[config.mk]
export PLATFORM = sky130hd
export DESIGN_NAME = pong_pixel_gen_flat
export DESIGN_NICKNAME = d
export VERILOG_FILES = /design/src/rtl/pong_pixel_gen_if.sv /design/src/rtl/pong_pixel_gen.sv /design/src/flat_wrapper.sv
export SDC_FILE = /design/constraint.sdc
export NUM_CORES = 1
export LEC_CHECK = 0
export BUFFER_PORTS_ARGS = -buffer_cell sky130_fd_sc_hd__buf_2
export CAP_MARGIN = 25
export CORE_MARGIN = 5
export CORE_UTILIZATION = 45
export CTS_CLUSTER_DIAMETER = 100
export DETAILED_ROUTE_END_ITERATION = 6
export GPL_TIMING_DRIVEN = 1
export PLACE_DENSITY = 0.73
export SLEW_MARGIN = 40
export SYNTH_ARGS = -nofsm -noshare
export SYNTH_HDL_FRONTEND = slang
export SYNTH_SLANG_ARGS = --single-unit
[constraint.sdc]
create_clock -name clk -period 4.6 [get_ports clk]
set_input_delay 0.23 -clock clk [delete_from_list [all_inputs] [get_ports clk]]
set_output_delay 0.23 -clock clk [all_outputs]
set_load 0.05 [all_outputs]
[src/rtl/pong_pixel_gen_if.sv]
// Pixel-generator bus: timing-stage counters, CPU register writes, colour and status outputs.
interface pong_pixel_gen_if;
    logic [15:0] hcount;
    logic [15:0] vcount;
    logic        vga_blank_n;
    logic        wr_en;
    logic [2:0]  wr_addr;
    logic [15:0] wr_data;
    logic [3:0]  r_out;
    logic [3:0]  g_out;
    logic [3:0]  b_out;
    logic        frame_done;
    logic        coll_l;
    logic        coll_r;

    modport master (
        output hcount, vcount, vga_blank_n, wr_en, wr_addr, wr_data,
        input  r_out, g_out, b_out, frame_done, coll_l, coll_r
    );

    modport slave (
        input  hcount, vcount, vga_blank_n, wr_en, wr_addr, wr_data,
        output r_out, g_out, b_out, frame_done, coll_l, coll_r
    );
endinterface

[src/rtl/pong_pixel_gen.sv]
// Pong pixel source: two paddles and a ball from shadowed CPU registers, committed once per frame.
// Optional dashed centre net enabled by defining PONG_NET_EN.
module pong_pixel_gen (
    input  logic             clk,
    input  logic             rst,
    pong_pixel_gen_if.slave  bus
);
    localparam int unsigned H_START  = 158;
    localparam int unsigned SCREEN_H = 480;
    localparam int unsigned PADDLE_W = 8;
    localparam int unsigned PADDLE_H = 64;
    localparam int unsigned BALL_SZ  = 8;
    localparam int unsigned PADL_X   = 16;
    localparam int unsigned PADR_X   = 596;
    localparam int unsigned SW       = 18;
`ifdef PONG_NET_EN
    localparam int unsigned SCREEN_W = 620;
    localparam int unsigned NET_X    = SCREEN_W / 2 - 1;
`endif

    logic [15:0] sh_padl_y, sh_padr_y, sh_ball_x, sh_ball_y;
    logic [11:0] sh_fg;
    logic [15:0] act_padl_y, act_padr_y, act_ball_x, act_ball_y;
    logic [11:0] act_fg;
    logic        in_disp_q;
    logic        sticky_l, sticky_r;
    logic [11:0] rgb_q;
    logic        frame_done_q, coll_l_q, coll_r_q;

    logic        in_disp_c, commit_c;
    logic        ball_c, padl_c, padr_c, obj_c;
    logic [SW-1:0] hc_c, vc_c;

    // Half-open span test; operands are widened so positions near 16'hFFFF clip instead of wrap.
    function automatic logic span(input logic [SW-1:0] c, input logic [SW-1:0] lo,
                                  input logic [SW-1:0] sz);
        return (c >= lo) && (c < lo + sz);
    endfunction

    always_comb begin
        hc_c      = SW'(bus.hcount);
        vc_c      = SW'(bus.vcount);
        in_disp_c = (bus.vcount < 16'(SCREEN_H));
        commit_c  = in_disp_q && !in_disp_c;
        ball_c    = span(hc_c, SW'(H_START) + SW'(act_ball_x), SW'(BALL_SZ)) &&
                    span(vc_c, SW'(act_ball_y), SW'(BALL_SZ));
        padl_c    = span(hc_c, SW'(H_START + PADL_X), SW'(PADDLE_W)) &&
                    span(vc_c, SW'(act_padl_y), SW'(PADDLE_H));
        padr_c    = span(hc_c, SW'(H_START + PADR_X), SW'(PADDLE_W)) &&
                    span(vc_c, SW'(act_padr_y), SW'(PADDLE_H));
        obj_c     = ball_c || padl_c || padr_c;
`ifdef PONG_NET_EN
        // Net sits below every object; all share the fg colour so only coverage matters.
        if (span(hc_c, SW'(H_START + NET_X), SW'(2)) && !bus.vcount[3]) begin
            obj_c = 1'b1;
        end
`endif
    end

    always_ff @(posedge clk or posedge rst) begin
        if (rst) begin
            sh_padl_y    <= '0;
            sh_padr_y    <= '0;
            sh_ball_x    <= '0;
            sh_ball_y    <= '0;
            sh_fg        <= 12'hFFF;
            act_padl_y   <= '0;
            act_padr_y   <= '0;
            act_ball_x   <= '0;
            act_ball_y   <= '0;
            act_fg       <= 12'hFFF;
            in_disp_q    <= 1'b1;
            sticky_l     <= 1'b0;
            sticky_r     <= 1'b0;
            rgb_q        <= '0;
            frame_done_q <= 1'b0;
            coll_l_q     <= 1'b0;
            coll_r_q     <= 1'b0;
        end else begin
            in_disp_q    <= in_disp_c;
            frame_done_q <= commit_c;
            rgb_q        <= (bus.vga_blank_n && obj_c) ? act_fg : 12'h000;

            if (commit_c) begin
                coll_l_q   <= sticky_l;
                coll_r_q   <= sticky_r;
                sticky_l   <= 1'b0;
                sticky_r   <= 1'b0;
                act_padl_y <= sh_padl_y;
                act_padr_y <= sh_padr_y;
                act_ball_x <= sh_ball_x;
                act_ball_y <= sh_ball_y;
                act_fg     <= sh_fg;
            end else if (bus.vga_blank_n) begin
                if (ball_c && padl_c) sticky_l <= 1'b1;
                if (ball_c && padr_c) sticky_r <= 1'b1;
            end

            // A write on the commit clock overrides the commit copy so it is visible at once.
            if (bus.wr_en) begin
                case (bus.wr_addr)
                    3'd0: begin
                        sh_padl_y <= bus.wr_data;
                        if (commit_c) act_padl_y <= bus.wr_data;
                    end
                    3'd1: begin
                        sh_padr_y <= bus.wr_data;
                        if (commit_c) act_padr_y <= bus.wr_data;
                    end
                    3'd2: begin
                        sh_ball_x <= bus.wr_data;
                        if (commit_c) act_ball_x <= bus.wr_data;
                    end
                    3'd3: begin
                        sh_ball_y <= bus.wr_data;
                        if (commit_c) act_ball_y <= bus.wr_data;
                    end
                    3'd4: begin
                        sh_fg <= bus.wr_data[11:0];
                        if (commit_c) act_fg <= bus.wr_data[11:0];
                    end
                    default: ;
                endcase
            end
        end
    end

    assign bus.r_out      = rgb_q[11:8];
    assign bus.g_out      = rgb_q[7:4];
    assign bus.b_out      = rgb_q[3:0];
    assign bus.frame_done = frame_done_q;
    assign bus.coll_l     = coll_l_q;
    assign bus.coll_r     = coll_r_q;
endmodule

[src/flat_wrapper.sv]
// flat-port wrapper written by rule: the top's interface ports become plain ports
module pong_pixel_gen_flat 
  (clk, rst, bus_hcount, bus_vcount, bus_vga_blank_n, bus_wr_en, bus_wr_addr, bus_wr_data, bus_r_out, bus_g_out, bus_b_out, bus_frame_done, bus_coll_l, bus_coll_r);
  pong_pixel_gen_if bus_i ();
  input  logic clk;
  input  logic rst;
  input wire logic [$bits(bus_i.hcount)-1:0] bus_hcount;
  input wire logic [$bits(bus_i.vcount)-1:0] bus_vcount;
  input wire logic [$bits(bus_i.vga_blank_n)-1:0] bus_vga_blank_n;
  input wire logic [$bits(bus_i.wr_en)-1:0] bus_wr_en;
  input wire logic [$bits(bus_i.wr_addr)-1:0] bus_wr_addr;
  input wire logic [$bits(bus_i.wr_data)-1:0] bus_wr_data;
  output wire logic [$bits(bus_i.r_out)-1:0] bus_r_out;
  output wire logic [$bits(bus_i.g_out)-1:0] bus_g_out;
  output wire logic [$bits(bus_i.b_out)-1:0] bus_b_out;
  output wire logic [$bits(bus_i.frame_done)-1:0] bus_frame_done;
  output wire logic [$bits(bus_i.coll_l)-1:0] bus_coll_l;
  output wire logic [$bits(bus_i.coll_r)-1:0] bus_coll_r;
  assign bus_i.hcount = bus_hcount;
  assign bus_i.vcount = bus_vcount;
  assign bus_i.vga_blank_n = bus_vga_blank_n;
  assign bus_i.wr_en = bus_wr_en;
  assign bus_i.wr_addr = bus_wr_addr;
  assign bus_i.wr_data = bus_wr_data;
  assign bus_r_out = bus_i.r_out;
  assign bus_g_out = bus_i.g_out;
  assign bus_b_out = bus_i.b_out;
  assign bus_frame_done = bus_i.frame_done;
  assign bus_coll_l = bus_i.coll_l;
  assign bus_coll_r = bus_i.coll_r;
  pong_pixel_gen u_core (.clk(clk), .rst(rst), .bus(bus_i));
endmodule
==> reports/metrics.csv, run 1 <==
metric;value;unit
max layer used;met4;
Area Growth Syn to Fin;13.50;%
register area;4285;um^2
row count;54;
post-synth cell types;63;
drt drc;0;
yosys warns;0;
Num CTS Buffers;17;
final slew viol count;0;
Tcrit/Tclk final;0.9220;
async set or reset register ratio after synthesis;1.000;
worst hold start;bus_wr_data[14];
post-route cell area;11390;um^2
type of the worst min-delay path;input pin to flip-flop;
fmax;235.8;MHz
PortBufs;69;
post-synthesis sequential area ratio;0.4269;
status;complete, no violations;
Worst path max stage delay;0.56;ns
Ports;70;
critical path, cell by cell;or4_4 -> a31oi_1 -> xnor2_1 -> nand3_1 -> nor3b_2 -> buf_4 -> xor2_1 -> ha_1 -> nand4_1 -> nor2_1 -> o311a_1 -> o311a_1 -> a211oi_1 -> o2111ai_2 -> buf_4 -> a21boi_0;
# diodes;0;
WP data required;4.94;ns
clock-pin slew of the registers on the worst-case setup and hold paths;0.08;ns
routed len/inst;17.45;um
post-CTS setup buffer count;0;
Post-Syn Area;10040;um^2
gr usage total;0.1836;
Iteration-0 DRC Markers;421;
TritonRoute pass-1 iters;5;
Final GP Congestion;0.9065;
Initial Util;0.4586;
DR vias/cell;5.492;
htree depth;4;
Post-Synthesis Cells;946;
Hold WS;0.1116;ns
Least-Margin Pin Slew;0.7909;ns
footprint of the multi-input gates;5380;um^2
layout cells sized above 1;0.2541;
reg-to-reg startpoint;u_core.act_ball_x[1];
final WL;22880;um
Syn Nets;1117;
clk buf depth;2;
Static Leak;5.210;nW
Core ar.;21890;um^2
Setup crit start;u_core.act_ball_x[1];
Max VDD drop;0.2840;mV
met3 WL post-DR;740;um
fin cells;1311;
commonest non-fill, non-tap cell in the layout;dfrtp_1;
Routed Antenna Nets;0;
syn avg cell area;10.61;um^2
first-pass GRT wire length;38450;um
Final #Nets;1189;
slew margin rel.;0.4696;
pwr dens;423.2;nW/um^2
critical path startpoint category;flip-flop;
Overflow after GRT;0;
final setup vio count;0;
Final Skew;0.01253;ns
vias;7200;
Yosys reg bits;170;
CP endpoint kind;flip-flop;
Post-synth EDFFs;0;
fill count;1950;
DPL Wire Length;17070;um
initial antenna violation count;0;
chip height;159.4;um
dpl cells;1278;
Final Critical Period;4.241;ns
max_cap viols;0;
vias in the first global route;7357;
wl on met1;10820;um
Max FO, Critical Path;13;
Area after DPL;10760;um^2
DIE AREA;25390;um^2
Post-synth top flop;dfrtp_1;
Overall Power;4.822;mW
clock latency on the worst-skew pair;0.44;ns
Final Hold Viols;0;
routed wl met2;10750;um
Sink Count;170;
clk root buf;clkbuf_16;
Crit Path Class;flip-flop to flip-flop;
largest net degree at the start of global routing;111;
CP max stage cell;or4_4;
Critical Path AT;4.59;ns
commonest cells after routing, fill and taps aside;dfrtp_1 (145), ha_1 (116), mux2_2 (106), nand2_1 (83), inv_1 (72);
Die Wd;159.4;um
CTS tree;done;
[area by class of cell]
cell class	count	area share
Clock buffer	17	0.03734
Tap cell	280	0.03075
Timing Repair Buffer	82	0.04195
Sequential cell	170	0.3761
Multi-Input combinational cell	673	0.4722
Clock inverter	15	0.01691
Inverter	74	0.02471
[cells in the mapped netlist, types with 2 or more instances]
| cell type | instances | share of area |
|---|---|---|
| nand4b_1 | 4 | 0.0035 |
| and2_1 | 3 | 0.0019 |
| nor4_1 | 3 | 0.0019 |
| xnor2_1 | 40 | 0.035 |
| or4_1 | 3 | 0.0022 |
| nor2b_1 | 3 | 0.0019 |
| o2111ai_1 | 2 | 0.0017 |
| a211oi_1 | 15 | 0.011 |
| o21a_1 | 4 | 0.0030 |
| mux2_2 | 106 | 0.12 |
| o21bai_1 | 4 | 0.0030 |
| a21boi_1 | 9 | 0.0067 |
| buf_1 | 2 | 0.00075 |
| and3_1 | 3 | 0.0019 |
| a21o_1 | 8 | 0.0060 |
| nor3_1 | 15 | 0.0075 |
| xor2_1 | 11 | 0.0096 |
| nor4b_2 | 2 | 0.0030 |
| ha_1 | 116 | 0.14 |
| inv_1 | 73 | 0.027 |
| o21ai_0 | 71 | 0.035 |
| o22ai_1 | 2 | 0.0012 |
| a211o_1 | 2 | 0.0017 |
| nand4_1 | 26 | 0.016 |
| o221ai_1 | 2 | 0.0017 |
| dfstp_2 | 25 | 0.065 |
| buf_2 | 3 | 0.0015 |
| clkbuf_1 | 22 | 0.0082 |
| a21boi_0 | 5 | 0.0037 |
| nand2_1 | 83 | 0.031 |
| dfrtp_1 | 145 | 0.36 |
| nor3b_1 | 2 | 0.0015 |
| a31oi_1 | 3 | 0.0019 |
| nor3b_2 | 3 | 0.0037 |
| nor2_1 | 19 | 0.0071 |
| a21oi_1 | 40 | 0.020 |
| nand2b_1 | 12 | 0.0075 |
| o311a_1 | 2 | 0.0020 |
| o31ai_1 | 4 | 0.0030 |
| nand3_1 | 26 | 0.013 |
[power by group]
group | internal (mW) | total [mW] | switching, mW
combinational | 0.648 | 1.43 | 0.785
clock | 0.743 | 1.46 | 0.714
sequential | 1.79 | 1.93 | 0.144
total | 3.18 | 4.82 | 1.64
[flip-flops by register name, summed over array words and instances, names as in the netlist, 12 cells and up]
| signal | flops |
|---|---|
| u_core.act_ball_x | 16 |
| u_core.sh_fg | 12 |
| u_core.sh_padl_y | 16 |
| u_core.rgb_q | 12 |
| u_core.act_padr_y | 16 |
| u_core.sh_ball_y | 16 |
| u_core.sh_padr_y | 16 |
| u_core.sh_ball_x | 16 |
| u_core.act_fg | 12 |
| u_core.act_padl_y | 16 |
| u_core.act_ball_y | 16 |
[critical path: cells and delay by family, from the launching register on]
kind                       cells  cell delay [ns]
xor gates and xnor gates       2             0.34
buffers and inverters          2             0.38
and+or+nand+nor                5             1.15
AOI/OAI and AO/OA              6             1.55
DFF                            1             0.46
adders and majority gates      1             0.26
[worst paths after layout]
path	to	slack (ns)	cells after the start
setup / recovery	u_core.rgb_q[1]	0.36	16
hold / removal	u_core.sh_ball_x[14]	0.11	2
setup reg to reg	u_core.rgb_q[1]	0.36	16
hold reg to reg	u_core.sh_padl_y[2]	0.50	1
max in group asynchronous	u_core.sh_fg[7]	3.34	5
min in group asynchronous	u_core.sh_padl_y[12]	0.43	4
[what timing repair did]
action	4_1_cts	5_1_grt
resized for setup	0	3
endpoints found under the setup margin	0	14
endpoints found under the hold margin	57	0
hold buffers	1	0
[kinds of logic after synthesis]
logic type               share of synthesized area
buffers and inverters                      0.04001
multiplexers                                0.1189
AND/OR/NAND/NOR                             0.1098
AO/OA/AOI/OAI                               0.1153
XOR/XNOR                                   0.04450
adder cells (fa/ha/maj)                     0.1446
flip-flops                                  0.4269
[per-stage QoR]
step           setup TNS (ns)  worst slack (ns)  utilization
3_5_place_dp                0            0.2999       0.4913
6_report                    0            0.3588       0.5205
5_1_grt              -0.01271          -0.01271       0.5205
3_3_place_gp                0            0.4018       0.4895
2_1_floorplan               0            0.6693            -
4_1_cts                     0            0.1903       0.5200
[per-layer routing]
metal | track usage | up-vias
met5 | 0 | -
met4 | 0.05739 | 0
met3 | 0.02925 | 33
met2 | 0.2945 | 135
met1 | 0.2565 | 3505
li1 | - | 3527
(Power assumes the default switching activity.)
==> run 2, diff against run 1 <==
--- a/config.mk
+++ b/config.mk
@@ -7,12 +7,14 @@
 export LEC_CHECK = 0
 export BUFFER_PORTS_ARGS = -buffer_cell sky130_fd_sc_hd__buf_2
 export CAP_MARGIN = 25
+export CELL_PAD_IN_SITES_DETAIL_PLACEMENT = 0
+export CELL_PAD_IN_SITES_GLOBAL_PLACEMENT = 1
 export CORE_MARGIN = 5
-export CORE_UTILIZATION = 45
+export CORE_UTILIZATION = 44
 export CTS_CLUSTER_DIAMETER = 100
 export DETAILED_ROUTE_END_ITERATION = 6
 export GPL_TIMING_DRIVEN = 1
-export PLACE_DENSITY = 0.73
+export PLACE_DENSITY = 0.85
 export SLEW_MARGIN = 40
 export SYNTH_ARGS = -nofsm -noshare
 export SYNTH_HDL_FRONTEND = slang
==> run 2 against run 1 <==
Highest routed layer unchanged. Register-to-register slack about the same. Largest cell class unchanged. Utilization decreased by 1.8 points. Sequential power about the same. Critical path type unchanged.
==> reports/metrics.csv, run 2 (synthesis results as in run 1) <==
metric;value;unit
final slew viol count;0;
reg-to-reg startpoint;u_core.act_ball_x[1];
DIE AREA;25940;um^2
CP endpoint kind;flip-flop;
critical path, cell by cell;inv_1 -> ha_1 -> nand2b_1 -> nand2_1 -> ha_1 -> nor3b_1 -> nand3_1 -> nor3b_2 -> nand2_1 -> xnor2_1 -> ha_1 -> nand4_1 -> nor2_1 -> o311a_1 -> o311a_1 -> a211oi_2 -> o2111ai_2 -> buf_4 -> a21boi_0;
delay-heaviest family, CP;simple AND/OR/NAND/NOR gates;
max layer used;met4;
Crit Path Class;flip-flop to flip-flop;
htree depth;4;
clk buf depth;2;
DPL Wire Length;17270;um
pre-CTS setup slack;0.1717;ns
Max VDD drop;0.3100;mV
type of the worst min-delay path;input pin to flip-flop;
switching part of the total;0.3355;
layout cells sized above 1;0.2524;
wl on met1;10920;um
Iteration-0 DRC Markers;376;
Cell Int Power;3.161;mW
Overflow after GRT;0;
slew margin rel.;0.4991;
status;complete, no violations;
gr usage total;0.1822;
critical path startpoint category;flip-flop;
Tcrit/Tclk final;0.9217;
Setup crit start;u_core.act_ball_x[1];
routed wl met2;10920;um
commonest cells after routing, fill and taps aside;dfrtp_1 (145), ha_1 (116), mux2_2 (106), nand2_1 (83), inv_1 (72);
Crit path depth;19;
first-pass GRT wire length;38270;um
final setup vio count;0;
CTS tree;done;
vias in the first global route;7337;
Seq pwr share;0.406;
clk root buf;clkbuf_16;
max_cap viols;0;
final WL;22770;um
Area Growth Syn to Fin;13.08;%
Comb pwr share;0.299;
most used cell, CP;ha_1;
Worst path max stage delay;0.44;ns
CP max stage cell;dfrtp_1;
TritonRoute pass-1 iters;5;
# diodes;0;
total negative setup slack;0;ns
clock latency on the worst-skew pair;0.43;ns
drt drc;0;
Ports;70;
Initial Util;0.4447;
routed len/inst;17.32;um
Die Wd;161.0;um
Final Skew;0.01157;ns
clock-pin slew of the registers on the worst-case setup and hold paths;0.08;ns
Reg-to-Reg End;u_core.rgb_q[11];
Reg2Reg Depth;19;
initial antenna violation count;0;
Static Leak;5.190;nW
clock share of power;0.295;
worst hold start;bus_wr_data[14];
Final Critical Period;4.240;ns
Max FO, Critical Path;13;
commonest non-fill, non-tap cell in the layout;dfrtp_1;
post-route cell area;11350;um^2
Sink Count;170;
Final GP Congestion;0.8561;
WP data required;4.94;ns
worst setup path end;u_core.rgb_q[11];
WP buf/inv;2;
Critical Path AT;4.58;ns
Routed Antenna Nets;0;
vias;7178;
Final Hold Viols;0;
RSZ-0062 raised after global routing;false;
DR vias/cell;5.459;
chip height;161.0;um
pwr dens;419.1;nW/um^2
setup ws final;0.3602;ns
Final #Nets;1188;
sw power;1.596;mW
Num CTS Buffers;17;
row count;55;
Area after DPL;10750;um^2
met3 WL post-DR;703;um
fmax;235.9;MHz
Least-Margin Pin Slew;0.7489;ns
Core ar.;22570;um^2
PortBufs;69;
largest net degree at the start of global routing;133;
r2r setup slk;0.36;ns
==> run 2: repair_timing <==
action | in CTS | in global routing
hold buffers | 1 | 0
hold endpoints to repair | 13 | 0
buffers inserted | 0 | 0
setup endpoints to repair | 0 | 14
resized for setup | 0 | 3
==> run 2: worst min path at each step <==
| stage | endpoint | slack [ns] | cells after the start |
|---|---|---|---|
| floorplan | u_core.in_disp_q | 0.36 | 3 |
| global placement | u_core.sh_padl_y[13] | 0.44 | 2 |
| detailed placement | u_core.sh_padl_y[13] | 0.24 | 2 |
| CTS | u_core.sh_ball_x[13] | 0.13 | 2 |
| global route | u_core.sh_ball_x[13] | 0.12 | 2 |
| finish | u_core.sh_padl_y[14] | 0.12 | 2 |
==> run 2: layout make-up <==
class                   count  area, um^2
fillers                  2046       11220
multi-input cells         673        5386
flip-flops and latches    170        4285
repair buffers             81       462.9
clock buffers              18       429.2
well taps                 285       356.6
inverters                  74       281.5
clock inverters            14       148.9
==> run 2: power by group through the flow <==
stage          clock network (mW)  registers, mW  logic, mW
5_1_grt                      1.50           1.96       1.64
6_report                     1.40           1.93       1.42
3_3_place_gp                    0           1.95       1.38
3_5_place_dp                    0           1.96       1.42
4_1_cts                      1.42           1.93       1.43
2_1_floorplan                   0           1.92       1.08
==> run 2: routing by layer <==
layer | up-vias | global-route usage
met5 | - | 0
met4 | 0 | 0.03916
met3 | 14 | 0.03062
met2 | 95 | 0.2999
met1 | 3545 | 0.2551
li1 | 3524 | -
==> run 2: stage by stage <==
step | power (mW) | util | cells | hold WS, ns
2_1_floorplan | 2.998 | - | 946 | 0.3584
3_3_place_gp | 3.331 | 0.4747 | 1281 | 0.4408
3_5_place_dp | 3.376 | 0.4761 | 1282 | 0.2424
4_1_cts | 4.783 | 0.5022 | 1315 | 0.1256
5_1_grt | 5.103 | 0.5029 | 1315 | 0.1216
6_report | 4.757 | 0.5029 | 1315 | 0.1242
==> run 3, diff against run 2 <==
--- a/config.mk
+++ b/config.mk
@@ -7,7 +7,7 @@
 export LEC_CHECK = 0
 export BUFFER_PORTS_ARGS = -buffer_cell sky130_fd_sc_hd__buf_2
 export CAP_MARGIN = 25
-export CELL_PAD_IN_SITES_DETAIL_PLACEMENT = 0
+export CELL_PAD_IN_SITES_DETAIL_PLACEMENT = 1
 export CELL_PAD_IN_SITES_GLOBAL_PLACEMENT = 1
 export CORE_MARGIN = 5
 export CORE_UTILIZATION = 44
@@ -15,7 +15,6 @@
 export DETAILED_ROUTE_END_ITERATION = 6
 export GPL_TIMING_DRIVEN = 1
 export PLACE_DENSITY = 0.85
-export SLEW_MARGIN = 40
 export SYNTH_ARGS = -nofsm -noshare
 export SYNTH_HDL_FRONTEND = slang
 export SYNTH_SLANG_ARGS = --single-unit
==> run 3 against run 2 <==
Register-to-register slack got worse by 0.06 ns. Cell area increased by 0.43%. Flip-flop and latch count is the same. Total power is 5.8% higher. Utilization increased by 0.22 points. Routed wire length up 24%. Clock power up 10%. Combinational power up 8%. Non-clock buffer count did not move. Critical path type unchanged. Critical endpoint is now u_core.rgb_q[2]. Highest routed layer unchanged.
==> reports/metrics.csv, run 3 (synthesis results as in run 1) <==
metric;value;unit
initial antenna violation count;0;
r2r setup slk;0.30;ns
footprint of the multi-input gates;5374;um^2
Routed Antenna Nets;0;
Final Critical Period;4.296;ns
Sink Count;170;
# diodes;0;
pre-CTS setup slack;0.01379;ns
Area Growth Syn to Fin;13.56;%
TritonRoute pass-1 iters;4;
Initial Util;0.4447;
final slew viol count;0;
DR vias/cell;5.733;
clock share of power;0.306;
max_cap viols;0;
sw power;1.782;mW
WP data required;4.95;ns
critical path startpoint category;flip-flop;
DIE AREA;25940;um^2
Reg2Reg Depth;18;
Max FO, Critical Path;13;
Seq pwr share;0.388;
switching part of the total;0.3542;
vias;7539;
register area;4285;um^2
Ports;70;
CTS tree;done;
critical path, cell by cell;inv_1 -> ha_1 -> nor3b_2 -> nor2_1 -> xnor2_1 -> nand3_1 -> nor3b_2 -> nand2_1 -> xnor2_1 -> ha_1 -> nand4_1 -> nor2_1 -> o311a_1 -> o311a_1 -> a211oi_2 -> o2111ai_2 -> buf_4 -> a21boi_1;
vias in the first global route;8614;
layout cells sized above 1;0.2534;
reg-to-reg startpoint;u_core.act_ball_x[1];
clk root buf;clkbuf_16;
clk buf depth;2;
Tcrit/Tclk final;0.9340;
Final Hold Viols;0;
CP endpoint kind;flip-flop;
post-CTS setup buffer count;0;
Final GP Congestion;0.8561;
routed len/inst;21.48;um
Least-Margin Pin Slew;1.024;ns
Final Skew;0.01395;ns
post-route cell area;11400;um^2
Core ar.;22570;um^2
first-pass GRT wire length;46500;um
Die Wd;161.0;um
pwr dens;441.3;nW/um^2
Critical Path AT;4.65;ns
row count;55;
htree depth;4;
Static Leak;5.211;nW
gr usage total;0.2247;
commonest cells after routing, fill and taps aside;dfrtp_1 (145), ha_1 (116), mux2_2 (106), nand2_1 (83), inv_1 (72);
Overall Power;5.031;mW
Iteration-0 DRC Markers;351;
status;complete, no violations;
Max VDD drop;0.2921;mV
CP max stage cell;dfrtp_1;
fill count;2477;
Reg-to-Reg End;u_core.rgb_q[2];
Worst path max stage delay;0.45;ns
final WL;28240;um
Setup crit start;u_core.act_ball_x[1];
commonest non-fill, non-tap cell in the layout;dfrtp_1;
clock-pin slew of the registers on the worst-case setup and hold paths;0.08;ns
largest net degree at the start of global routing;133;
RSZ-0062 raised after global routing;false;
chip height;161.0;um
Overflow after GRT;0;
clock latency on the worst-skew pair;0.45;ns
Num CTS Buffers;17;
type of the worst min-delay path;input pin to flip-flop;
Cell Int Power;3.249;mW
Area after DPL;10730;um^2
DPL Wire Length;20380;um
Final #Nets;1188;
total negative setup slack;0;ns
setup ws final;0.3035;ns
worst setup path end;u_core.rgb_q[2];
Comb pwr share;0.306;
Crit Path Class;flip-flop to flip-flop;
fmax;232.7;MHz
PortBufs;69;
slew margin rel.;0.3151;
drt drc;0;
final setup vio count;0;
[run 3: cell type report]
type	instances	share of cell area
inverters	74	0.02470
clock buffers	17	0.03732
well taps	285	0.03128
repair buffers	81	0.03984
flip-flops and latches	170	0.3759
multi-input cells	673	0.4714
clock inverters	15	0.01954
[run 3: how the worst min path moves through the flow]
stage                          startpoint                    to  depth (start not counted)
after global routing      bus_wr_data[14]  u_core.sh_ball_x[14]                          2
after CTS                 bus_wr_data[13]  u_core.sh_ball_x[13]                          2
after detailed placement              rst  u_core.sh_padl_y[13]                          2
after global placement                rst  u_core.sh_padl_y[13]                          2
final                     bus_wr_data[14]  u_core.sh_padl_y[14]                          2
after floorplan            bus_vcount[12]      u_core.in_disp_q                          3
[run 3: per-stage QoR]
stage,util,hold WS (ns),instances
2_1_floorplan,-,0.3584,946
3_3_place_gp,0.4747,0.4408,1281
3_5_place_dp,0.4752,0.4547,1282
4_1_cts,0.5046,0.09916,1315
5_1_grt,0.5050,0.1174,1315
6_report,0.5050,0.1171,1315
[run 3: per-layer routing]
layer / vias to the layer above / global-route usage / routed length [um]
met5: - / 0 / 0
met4: 0 / 0.08918 / 967
met3: 67 / 0.03445 / 825
met2: 142 / 0.3949 / 14330
met1: 3802 / 0.2782 / 12120
li1: 3528 / - / -
[run 3: power by group through the flow]
stage | sequential (mW) | combinational [mW] | clock (mW)
3_5_place_dp | 1.97 | 1.49 | 0
4_1_cts | 1.95 | 1.54 | 1.55
3_3_place_gp | 1.95 | 1.38 | 0
6_report | 1.95 | 1.54 | 1.54
2_1_floorplan | 1.92 | 1.08 | 0
5_1_grt | 1.98 | 1.73 | 1.62
[run 3: repair_timing]
action | 4_1_cts | 5_1_grt
hold buffers | 1 | 0
hold endpoints to repair | 36 | 0
cloned | 0 | 0
setup endpoints to repair | 4 | 14
resized for setup | 1 | 2
[run 3: critical path: cells and delay by family, from the launching register on]
family / cells / cell delay [ns]
AO/OA/AOI/OAI: 5 / 1.10
XOR/XNOR: 2 / 0.47
adder cells (fa/ha/maj): 2 / 0.53
buffers and inverters: 2 / 0.36
flip-flops: 1 / 0.45
AND/OR/NAND/NOR: 7 / 1.28
